### config.mk
export PLATFORM = sky130hd
export DESIGN_NAME = sq_wave_mixer
export DESIGN_NICKNAME = d
export VERILOG_FILES = /design/src/rtl/sq_wave_mixer_pkg.sv /design/src/rtl/sq_wave_channel.sv /design/src/rtl/sq_wave_mixer.sv
export SDC_FILE = /design/constraint.sdc
export NUM_CORES = 1
export LEC_CHECK = 0
export CORE_MARGIN = 2
export CORE_UTILIZATION = 40
export DETAILED_ROUTE_END_ITERATION = 8
export SLEW_MARGIN = 20
export SYNTH_ARGS = -nofsm -noshare
export SYNTH_HDL_FRONTEND = slang
export SYNTH_SLANG_ARGS = --single-unit
### constraint.sdc
create_clock -name clk -period 8.8 [get_ports clk]
set_input_delay 1.76 -clock clk [delete_from_list [all_inputs] [get_ports clk]]
set_output_delay 1.76 -clock clk [all_outputs]
set_load 0.05 [all_outputs]
### src/rtl/sq_wave_mixer_pkg.sv
// Shared encodings for the square-wave mixer: adjust mode, button bit positions,
// and the offset-binary midpoint helper.
package sq_wave_mixer_pkg;

  typedef enum logic {
    MODE_LINEAR = 1'b0,
    MODE_EXP    = 1'b1
  } mode_e;

  localparam int BTN_DEC  = 0;
  localparam int BTN_INC  = 1;
  localparam int BTN_MODE = 2;
  localparam int BTN_SEL  = 3;

  function automatic int mid_code(input int code_w);
    return 1 << (code_w - 1);
  endfunction

endpackage

### src/rtl/sq_wave_channel.sv
// One square-wave channel: half-period register with saturating adjust, phase counter and level.
// Level/hp update on the edge where adv_i/dec_i/inc_i are high; no backpressure.
module sq_wave_channel
  import sq_wave_mixer_pkg::*;
#(
  parameter int PERIOD_W   = 12,
  parameter int HP_DEFAULT = 139,
  parameter int HP_MIN     = 6,
  parameter int HP_MAX     = 3051,
  parameter int LIN_STEP   = 10
) (
  input  logic                clk,
  input  logic                rst,
  input  logic                adv_i,
  input  logic                dec_i,
  input  logic                inc_i,
  input  mode_e               mode_i,
  output logic                level_o,
  output logic [PERIOD_W-1:0] hp_o
);

  // Two guard bits: one for the doubled value, one for sign on linear underflow.
  localparam int EXT_W = PERIOD_W + 2;
  localparam logic signed [EXT_W-1:0] LIN_S = EXT_W'(LIN_STEP);
  localparam logic signed [EXT_W-1:0] MIN_S = EXT_W'(HP_MIN);
  localparam logic signed [EXT_W-1:0] MAX_S = EXT_W'(HP_MAX);
  localparam logic [PERIOD_W-1:0]     ONE   = PERIOD_W'(1);

  logic [PERIOD_W-1:0]     hp_q, hp_d;
  logic [PERIOD_W-1:0]     cnt_q, cnt_d;
  logic                    level_q, level_d;
  logic signed [EXT_W-1:0] hp_ext;
  logic signed [EXT_W-1:0] adj;

  assign hp_ext = $signed({2'b00, hp_q});

  always_comb begin
    adj  = hp_ext;
    hp_d = hp_q;
    if (dec_i && !inc_i) begin
      adj = (mode_i == MODE_EXP) ? (hp_ext >>> 1) : (hp_ext - LIN_S);
    end else if (inc_i && !dec_i) begin
      adj = (mode_i == MODE_EXP) ? (hp_ext <<< 1) : (hp_ext + LIN_S);
    end
    if (dec_i ^ inc_i) begin
      if (adj < MIN_S) begin
        hp_d = PERIOD_W'(HP_MIN);
      end else if (adj > MAX_S) begin
        hp_d = PERIOD_W'(HP_MAX);
      end else begin
        hp_d = adj[PERIOD_W-1:0];
      end
    end
  end

  // >= rather than == so a freshly shortened period toggles at once instead of wrapping.
  always_comb begin
    cnt_d   = cnt_q;
    level_d = level_q;
    if (adv_i) begin
      if (cnt_q >= hp_q - ONE) begin
        cnt_d   = '0;
        level_d = ~level_q;
      end else begin
        cnt_d = cnt_q + ONE;
      end
    end
  end

  always_ff @(posedge clk) begin
    if (!rst) begin
      hp_q    <= PERIOD_W'(HP_DEFAULT);
      cnt_q   <= '0;
      level_q <= 1'b1;
    end else begin
      hp_q    <= hp_d;
      cnt_q   <= cnt_d;
      level_q <= level_d;
    end
  end

  assign level_o = level_q;
  assign hp_o    = hp_q;

endmodule

### src/rtl/sq_wave_mixer.sv
// NUM_CH square-wave channels mixed into a clamped offset-binary code, with button-driven period control.
// code updates one cycle after a next_sample pulse and holds otherwise; no backpressure.
module sq_wave_mixer
  import sq_wave_mixer_pkg::*;
#(
  parameter int NUM_CH     = 4,
  parameter int CODE_W     = 10,
  parameter int PERIOD_W   = 12,
  parameter int CH_AMP     = 100,
  parameter int HP_DEFAULT = 139,
  parameter int HP_MIN     = 6,
  parameter int HP_MAX     = 3051,
  parameter int LIN_STEP   = 10
) (
  input  logic                clk,
  input  logic                rst,
  input  logic                next_sample,
  input  logic [3:0]          buttons,
  input  logic [NUM_CH-1:0]   ch_en,
  output logic [CODE_W-1:0]   code,
  output logic [3:0]          leds,
  output logic [PERIOD_W-1:0] hp_sel
);

  localparam int SEL_W = (NUM_CH > 2) ? $clog2(NUM_CH) : 1;
  localparam int SUM_W = CODE_W + 4;
  localparam logic signed [SUM_W-1:0] MID_S = SUM_W'(mid_code(CODE_W));
  localparam logic signed [SUM_W-1:0] AMP_S = SUM_W'(CH_AMP);
  localparam logic signed [SUM_W-1:0] MAX_S = SUM_W'((1 << CODE_W) - 1);

  logic [SEL_W-1:0]    sel_q, sel_d;
  mode_e               mode_q, mode_d;
  logic [CODE_W-1:0]   code_q, code_d;
  logic [NUM_CH-1:0]   level_w;
  logic [PERIOD_W-1:0] hp_w [NUM_CH];
  logic signed [SUM_W-1:0] sum;
  logic [2:0]          sel_ext;

  for (genvar i = 0; i < NUM_CH; i++) begin : g_ch
    sq_wave_channel #(
      .PERIOD_W  (PERIOD_W),
      .HP_DEFAULT(HP_DEFAULT),
      .HP_MIN    (HP_MIN),
      .HP_MAX    (HP_MAX),
      .LIN_STEP  (LIN_STEP)
    ) u_ch (
      .clk    (clk),
      .rst    (rst),
      .adv_i  (next_sample),
      .dec_i  (buttons[BTN_DEC] && (sel_q == SEL_W'(i))),
      .inc_i  (buttons[BTN_INC] && (sel_q == SEL_W'(i))),
      .mode_i (mode_q),
      .level_o(level_w[i]),
      .hp_o   (hp_w[i])
    );
  end

  always_comb begin
    mode_d = mode_q;
    sel_d  = sel_q;
    if (buttons[BTN_MODE]) begin
      mode_d = (mode_q == MODE_LINEAR) ? MODE_EXP : MODE_LINEAR;
    end
    if (buttons[BTN_SEL]) begin
      sel_d = (sel_q == SEL_W'(NUM_CH - 1)) ? '0 : sel_q + SEL_W'(1);
    end
  end

  // Mix uses the levels as they stand before this edge's advance.
  always_comb begin
    sum = MID_S;
    for (int i = 0; i < NUM_CH; i++) begin
      if (ch_en[i]) begin
        sum = sum + (level_w[i] ? AMP_S : -AMP_S);
      end
    end
    code_d = code_q;
    if (next_sample) begin
      if (sum[SUM_W-1]) begin
        code_d = '0;
      end else if (sum > MAX_S) begin
        code_d = MAX_S[CODE_W-1:0];
      end else begin
        code_d = sum[CODE_W-1:0];
      end
    end
  end

  always_ff @(posedge clk) begin
    if (!rst) begin
      code_q <= CODE_W'(mid_code(CODE_W));
      mode_q <= MODE_LINEAR;
      sel_q  <= '0;
    end else begin
      code_q <= code_d;
      mode_q <= mode_d;
      sel_q  <= sel_d;
    end
  end

  assign sel_ext = 3'(sel_q);
  assign code    = code_q;
  assign hp_sel  = hp_w[sel_q];
  assign leds    = {ch_en[sel_q], sel_ext[1:0], mode_q == MODE_EXP};

endmodule

==> results of run 1 <==
## routing by layer
metal | vias to the layer above | GRT usage, % | share of wire (%)
li1 | 5807 | - | -
met1 | 5610 | 30.64 | 46
met2 | 419 | 34.30 | 44
met3 | 60 | 3.986 | 7.1
met4 | 4 | 7.684 | 2.6
met5 | - | 0 | 0.072
## worst max-delay path, stage by stage
cell and delay [ns]:
clkdlybuf4s50_1 0.68, nand2b_1 0.18, inv_1 0.16, ha_1 0.32
a2111oi_0 0.42, a21oi_1 0.07, a21oi_1 0.21, ha_1 0.31
inv_1 0.10, a21oi_1 0.07, o31a_1 0.32, or4_1 0.41
a31oi_1 0.21, xnor2_1 0.10, mux2_2 0.27, ha_1 0.35
a21oi_1 0.17, nor2_1 0.06, o21ai_0 0.20, o211ai_1 0.13
xnor2_1 0.41, o21ai_0 0.18, ha_1 0.46, o21ai_0 0.12
a21oi_1 0.14, nor2_1 0.05, a22o_1 0.17
## flip-flops by register name, indices dropped and copies added, names as in the netlist
| register | flops |
|---|---|
| mode_q | 1 |
| code | 9 |
| sel_q | 2 |
| g_ch.u_ch.level_o | 4 |
| g_ch.u_ch.hp_o | 48 |
| g_ch.u_ch.cnt_q | 48 |
## where the power goes
group	switching, mW	internal (mW)	total (mW)
Clock	0.214	0.224	0.438
Combinational	0.295	0.197	0.492
Sequential	0.0647	0.528	0.592
Total	0.574	0.948	1.52
## synth_stat cells (all sizes together), types with 28 or more instances
library cell	instances	share of area (%)
xor2	58	4.2
nor3	39	1.6
clkbuf	99	3.1
nand2b	28	1.4
o21ai	103	4.3
xnor2	68	4.9
nand3	37	1.5
a21oi	75	3.1
dfxtp	112	19
inv	67	2.1
nor2	164	5.1
ha	106	11
a21o	42	2.6
nand2	157	4.9
nor2b	28	1.4
## worst max path at each step
stage,cells past startpoint,from,end,slack [ns]
final,27,ch_en[0],code[6],1.01
after detailed placement,27,ch_en[0],code[6],0.69
after CTS,27,ch_en[0],code[6],1.05
after global routing,26,ch_en[0],code[8],0.45
after floorplan,27,ch_en[0],code[6],1.89
after global placement,27,ch_en[0],code[6],0.89
## cells by family (layout without fill, tap and decap cells)
family                     count (synthesis)  count (layout)
AOI/OAI and AO/OA                        467             467
xor gates and xnor gates                 127             127
adders and majority gates                110             110
buffers and inverters                    183             131
DFF                                      112             112
muxes                                     40              40
other                                      0               2
and+or+nand+nor                          585             585
## cell type report
class                   instances  area (um2)  area share [%]
multi-input cells            1329        9173           71.11
flip-flops and latches        112        2247           17.42
well taps                     390       488.0           3.783
repair buffers                 46       430.4           3.337
inverters                      69       259.0           2.008
clock buffers                  10       229.0           1.775
clock inverters                 6       68.82          0.5335
diodes                          2       5.005         0.03880
## per-stage QoR
step | std cells | instance area, um2 | hold WS [ns] | util (%) | power, mW
floorplan | 1624 | 12120 | 0.4562 | - | 0.9634
global placement | 1946 | 12600 | 0.4719 | 42.39 | 1.085
detailed placement | 1946 | 12600 | 0.4649 | 42.39 | 1.087
CTS | 1962 | 12890 | 0.4953 | 43.39 | 1.531
global route | 1962 | 12890 | 0.5107 | 43.39 | 1.607
finish | 1964 | 12900 | 0.4954 | 43.41 | 1.522
==> impl_results.md, run 1 <==
* Worst Reg-to-Reg Cells at 25
* Power Dens Cells at 118.0 nW/um2
* Syn Inst Count at 1624
* Rows at 63
* Max Cap Viol at 0
* Critical R2R Launch: g_ch[1].u_ch.level_o
* Initial antenna violation count at 3
* Worst setup margin at 1.009 ns
* Post-cts resize count at 0
* GP Congestion at 0.9255
* Final wirelength at 34580 um
* Hold WC Path Type: register to register
* Unique masters post-synth at 83
* Via count at 11900
* Hold path cells at 2
* Number of buffers created by CTS at 9
* Hold EP: g_ch[2].u_ch.cnt_q[1]
* Post-Syn Area at 12120 um2
* Adder-cell share of the synthesized area at 11.60%
* IO Pins at 37
* Synth Register Bits at 112
* Max H-tree Level at 3
* Commonest non-fill, non-tap cell in the layout: nor2_1
* CP arrival at 8.06 ns
* Tcrit/Tclk final at 88.53%
* Minimum clock period at 7.791 ns
* CP Launch Type: primary input
* Die height at 178.1 um
* Peak Freq at 128.4 MHz
* First DRT Iteration DRCs at 1156
* Hold Fails Final Rpt at 0
* R2R Setup Slk at 2.53 ns
* CP endpoint kind: register
* P_leak at 5.047 nW
* Max FO, Critical Path at 9
* Number of flops mapped to enable cells by yosys at 0
* Fraction of layout cells with a size suffix above 1 at 4.644%
* DR vias/cell at 6.059
* Pins Over Slew Limit at 0
* End of the worst register-to-register path: code[6]
* Setup bufs post-CTS at 0
* Tightest Pin Transition at 0.9739 ns
* Fill cells at 3028
* TritonRoute pass-1 iters at 6
* CP Data Required Time at 9.07 ns
* Worst Hold Launch: g_ch[2].u_ch.cnt_q[1]
* Yosys synthesis warning count at 0
* Post-Synth Simple-Gate Area at 23.39%
* Core area at 29720 um2
* Slew HR at 34.99%
* Fin Setup TNS at 0 ns
* Largest family of logic cells by synthesized area: compound AO/OA/AOI/OAI gates
* Mux contribution to synthesized area at 4.780%
* XOR/XNOR Fraction of Synth Area at 9.302%
* Complex-gate fraction of the synthesized area at 26.61%
* Root Buffer: clkbuf_16
* Outcome: finished, final reports clean
* Worst-path clk slew at 0.08 ns
* DRC at 0
* Syn nets at 1745
* Worst Path Class, Setup: primary input to register
* Final Skew at 0.01299 ns
* Seq/Total Area, Yosys at 18.50%
* Routed WL per cell at 17.61 um
* Die X at 178.1 um
* Async SR Flop Fraction at 0%
* Syn_area_per_cell at 7.463 um2
* Ys flop type: dfxtp_1
* Commonest cells after routing, fill and taps aside: 164 x nor2_1, 157 x nand2_1, 110 x dfxtp_1
* Pre-CTS setup slack at 0.6931 ns
* IO buf count at 36
* Tot GR Track Use at 22.10%
* Nets at 1688
* Peak VDD IR at 80.76 uV
* Antenna-violating nets left at 0
* GRT Residual Overflow at 0
* Vias in the first global route at 11010
* Pin count of the biggest net entering global routing at 65
* Unrepaired setup endpoints after global routing: no
* HPWL after detailed placement at 25430 um
* Die area at 31710 um2
* Worst-Skew Late Latency at 0.37 ns
* Initial Utilization at 40.78%
* # clock sinks at 112
* First-pass GRT wire length at 56890 um
* Area grow syn2layout at 6.443%
* CTS tree: yes
* Final setup viols at 0
* Hold_buf cts at 0
* Clock Tree Buf Depth at 2
No activity file was read; power rests on OpenSTA's default activity.
==> run 2, diff against run 1 <==
--- a/config.mk
+++ b/config.mk
@@ -5,9 +5,11 @@
 export SDC_FILE = /design/constraint.sdc
 export NUM_CORES = 1
 export LEC_CHECK = 0
+export CAP_MARGIN = 20
 export CORE_MARGIN = 2
 export CORE_UTILIZATION = 40
 export DETAILED_ROUTE_END_ITERATION = 8
+export GPL_TIMING_DRIVEN = 0
 export SLEW_MARGIN = 20
 export SYNTH_ARGS = -nofsm -noshare
 export SYNTH_HDL_FRONTEND = slang
==> run 2 against run 1 <==
Clock-buffer cell count unchanged. Worst setup slack worse by 0.34 ns. First-iteration DRC count down 9.8%. Clock skew down 0.0013 ns. Sequential power down 6.2%. Via count up 4.5%. Final cell count up 5.0%. Maximum frequency down 4.2%. Combinational power up 17%. Sequential share of layout area down 0.52 points. Power up 4.6%. Core utilization up 1.2 points. Largest cell class unchanged.
==> impl_results.md, run 2 (synthesized netlist as in run 1, its figures left out) <==
* Via count at 12440 (was 11900)
* Peak Freq at 123.0 MHz (was 128.4 MHz)
* Sequential Power Share at 34.9% (was 38.9%)
* Hold_buf cts at 0 (unchanged)
* Routed WL per cell at 19.46 um (was 17.61 um)
* Inserted Diodes at 0 (was 2)
* Commonest cells after routing, fill and taps aside: 164 x nor2_1, 157 x nand2_1, 112 x dfxtp_1 (was 164 x nor2_1, 157 x nand2_1, 110 x dfxtp_1)
* Core area at 29720 um2 (unchanged)
* Worst Path Class, Setup: primary input to register (unchanged)
* Clock Tree Buf Depth at 2 (unchanged)
* Fin Setup TNS at 0 ns (unchanged)
* First DRT Iteration DRCs at 1043 (was 1156)
* Number of buffers created by CTS at 9 (unchanged)
* GR peak layer: met2 (unchanged)
* Unrepaired setup endpoints after global routing: no (unchanged)
* CP Launch Type: primary input (unchanged)
* Clk pwr share at 29.1% (was 28.8%)
* Outcome: finished, final reports clean (unchanged)
* Die area at 31710 um2 (unchanged)
* Vias in the first global route at 11650 (was 11010)
* First-pass GRT wire length at 63700 um (was 56890 um)
* Slew HR at 35.96% (was 34.99%)
* Max H-tree Level at 3 (unchanged)
* Max Cap Viol at 0 (unchanged)
* IO buf count at 33 (was 36)
* Die X at 178.1 um (unchanged)
* Net Switching at 602.9 uW (was 573.8 uW)
* DR vias/cell at 6.031 (was 6.059)
* Final wirelength at 40150 um (was 34580 um)
* IO Pins at 37 (unchanged)
* Peak VDD IR at 97.67 uV (was 80.76 uV)
* Gate power share at 36.1% (was 32.3%)
* Hold WC Path Type: register to register (unchanged)
* Met1 Usage GRT at 34.52% (was 30.64%)
* Initial Utilization at 40.78% (unchanged)
* Final Skew at 0.01172 ns (was 0.01299 ns)
* Met3 usage at 4.327% (was 3.986%)
* Final setup viols at 0 (unchanged)
* DRC at 0 (unchanged)
* Worst-path clk slew at 0.08 ns (about the same)
* # clock sinks at 112 (unchanged)
* Root Buffer: clkbuf_16 (unchanged)
* Rows at 63 (unchanged)
* Max FO, Critical Path at 8 (was 9)
* GRT Residual Overflow at 0 (unchanged)
* Tightest Pin Transition at 0.9606 ns (was 0.9739 ns)
* CP endpoint kind: register (unchanged)
* Initial antenna violation count at 0 (was 3)
* Fraction of layout cells with a size suffix above 1 at 4.005% (was 4.644%)
* Die height at 178.1 um (unchanged)
* CP Data Required Time at 9.06 ns (was 9.07 ns)
* CP arrival at 8.39 ns (was 8.06 ns)
* Post-cts resize count at 0 (unchanged)
* Power Dens Cells at 120.1 nW/um2 (was 118.0 nW/um2)
* GP Congestion at 0.9670 (was 0.9255)
* CTS tree: yes (unchanged)
* Antenna-violating nets left at 0 (unchanged)
* Area grow syn2layout at 9.457% (was 6.443%)
* Switching Fraction at 37.85% (was 37.69%)
* Pin count of the biggest net entering global routing at 18 (was 65)
* Worst-Skew Late Latency at 0.37 ns (about the same)
* Internal power at 989.8 uW (was 948.4 uW)
* P_leak at 5.154 nW (was 5.047 nW)
* Minimum clock period at 8.129 ns (was 7.791 ns)
* Commonest non-fill, non-tap cell in the layout: nor2_1 (unchanged)
* Tcrit/Tclk final at 92.37% (was 88.53%)
* Total chip power at 1.593 mW (was 1.522 mW)
* Tot GR Track Use at 25.50% (was 22.10%)
* Setup bufs post-CTS at 0 (unchanged)
* Hold Fails Final Rpt at 0 (unchanged)
* Pins Over Slew Limit at 0 (unchanged)
* HPWL after detailed placement at 30680 um (was 25430 um)
* TritonRoute pass-1 iters at 6 (unchanged)
* Nets at 1789 (was 1688)
* Fill cells at 3034 (was 3028)
* Met2 GRT Util at 40.55% (was 34.30%)
==> run 2: worst paths after layout <==
path / start / to / slack (ns) / cells past startpoint
setup / recovery: ch_en[0] / code[6] / 0.67 / 28
hold / removal: code[5] / code[5] / 0.49 / 1
setup reg to reg: g_ch[1].u_ch.level_o / code[6] / 2.22 / 26
hold reg to reg: code[5] / code[5] / 0.49 / 1
==> run 2: layer usage <==
metal | part of all wire [%] | wire length [um]
met1 | 45 | 18090
met2 | 44 | 17710
met3 | 7.3 | 2930
met4 | 3.5 | 1421
met5 | 0 | 0
==> run 2: critical path, cell delays in order <==
cell and delay, ns:
clkdlybuf4s50_1 0.55, clkbuf_1 0.30, nand2b_1 0.19, inv_1 0.16
ha_1 0.32, a2111oi_0 0.44, a21oi_1 0.07, a21oi_1 0.23
ha_1 0.31, inv_1 0.10, a21oi_1 0.07, o31a_1 0.31
or4_1 0.40, a31oi_1 0.21, xnor2_1 0.13, mux2_2 0.29
ha_1 0.35, a21oi_1 0.16, nor2_1 0.05, o21ai_0 0.20
o211ai_1 0.13, xnor2_1 0.50, o21ai_0 0.19, ha_1 0.48
o21ai_0 0.13, a21oi_1 0.15, nor2_1 0.06, a22o_1 0.18
==> run 2: area by class of cell <==
type	instances	area, um2	share of cell area, %
tap	390	488.0	3.679
clock inverter	6	82.58	0.6225
timing repair buffer	33	330.3	2.490
sequential	112	2242	16.90
buffer	114	445.4	3.358
clock buffer	10	239.0	1.802
multi-input combinational	1329	9179	69.19
inverter	69	259.0	1.952
==> run 2: metrics by stage <==
stage | utilization, % | worst slack [ns] | instance area [um2] | instances | hold slack [ns]
final | 44.64 | 0.6711 | 13270 | 2063 | 0.4940
after floorplan | - | 1.886 | 12120 | 1624 | 0.4562
after CTS | 44.64 | 0.7348 | 13270 | 2063 | 0.4998
after global placement | 43.54 | 0.4314 | 12940 | 2047 | 0.4686
after detailed placement | 43.56 | 0.3789 | 12940 | 2047 | 0.4689
after global routing | 44.64 | 0.2824 | 13270 | 2063 | 0.5276
==> run 2: power by group through the flow <==
stage / Sequential [mW] / Combinational (mW) / Clock (mW)
finish: 0.555 / 0.574 / 0.463
global route: 0.558 / 0.622 / 0.489
CTS: 0.554 / 0.563 / 0.474
detailed placement: 0.566 / 0.559 / 0
global placement: 0.566 / 0.556 / 0
floorplan: 0.573 / 0.390 / 0
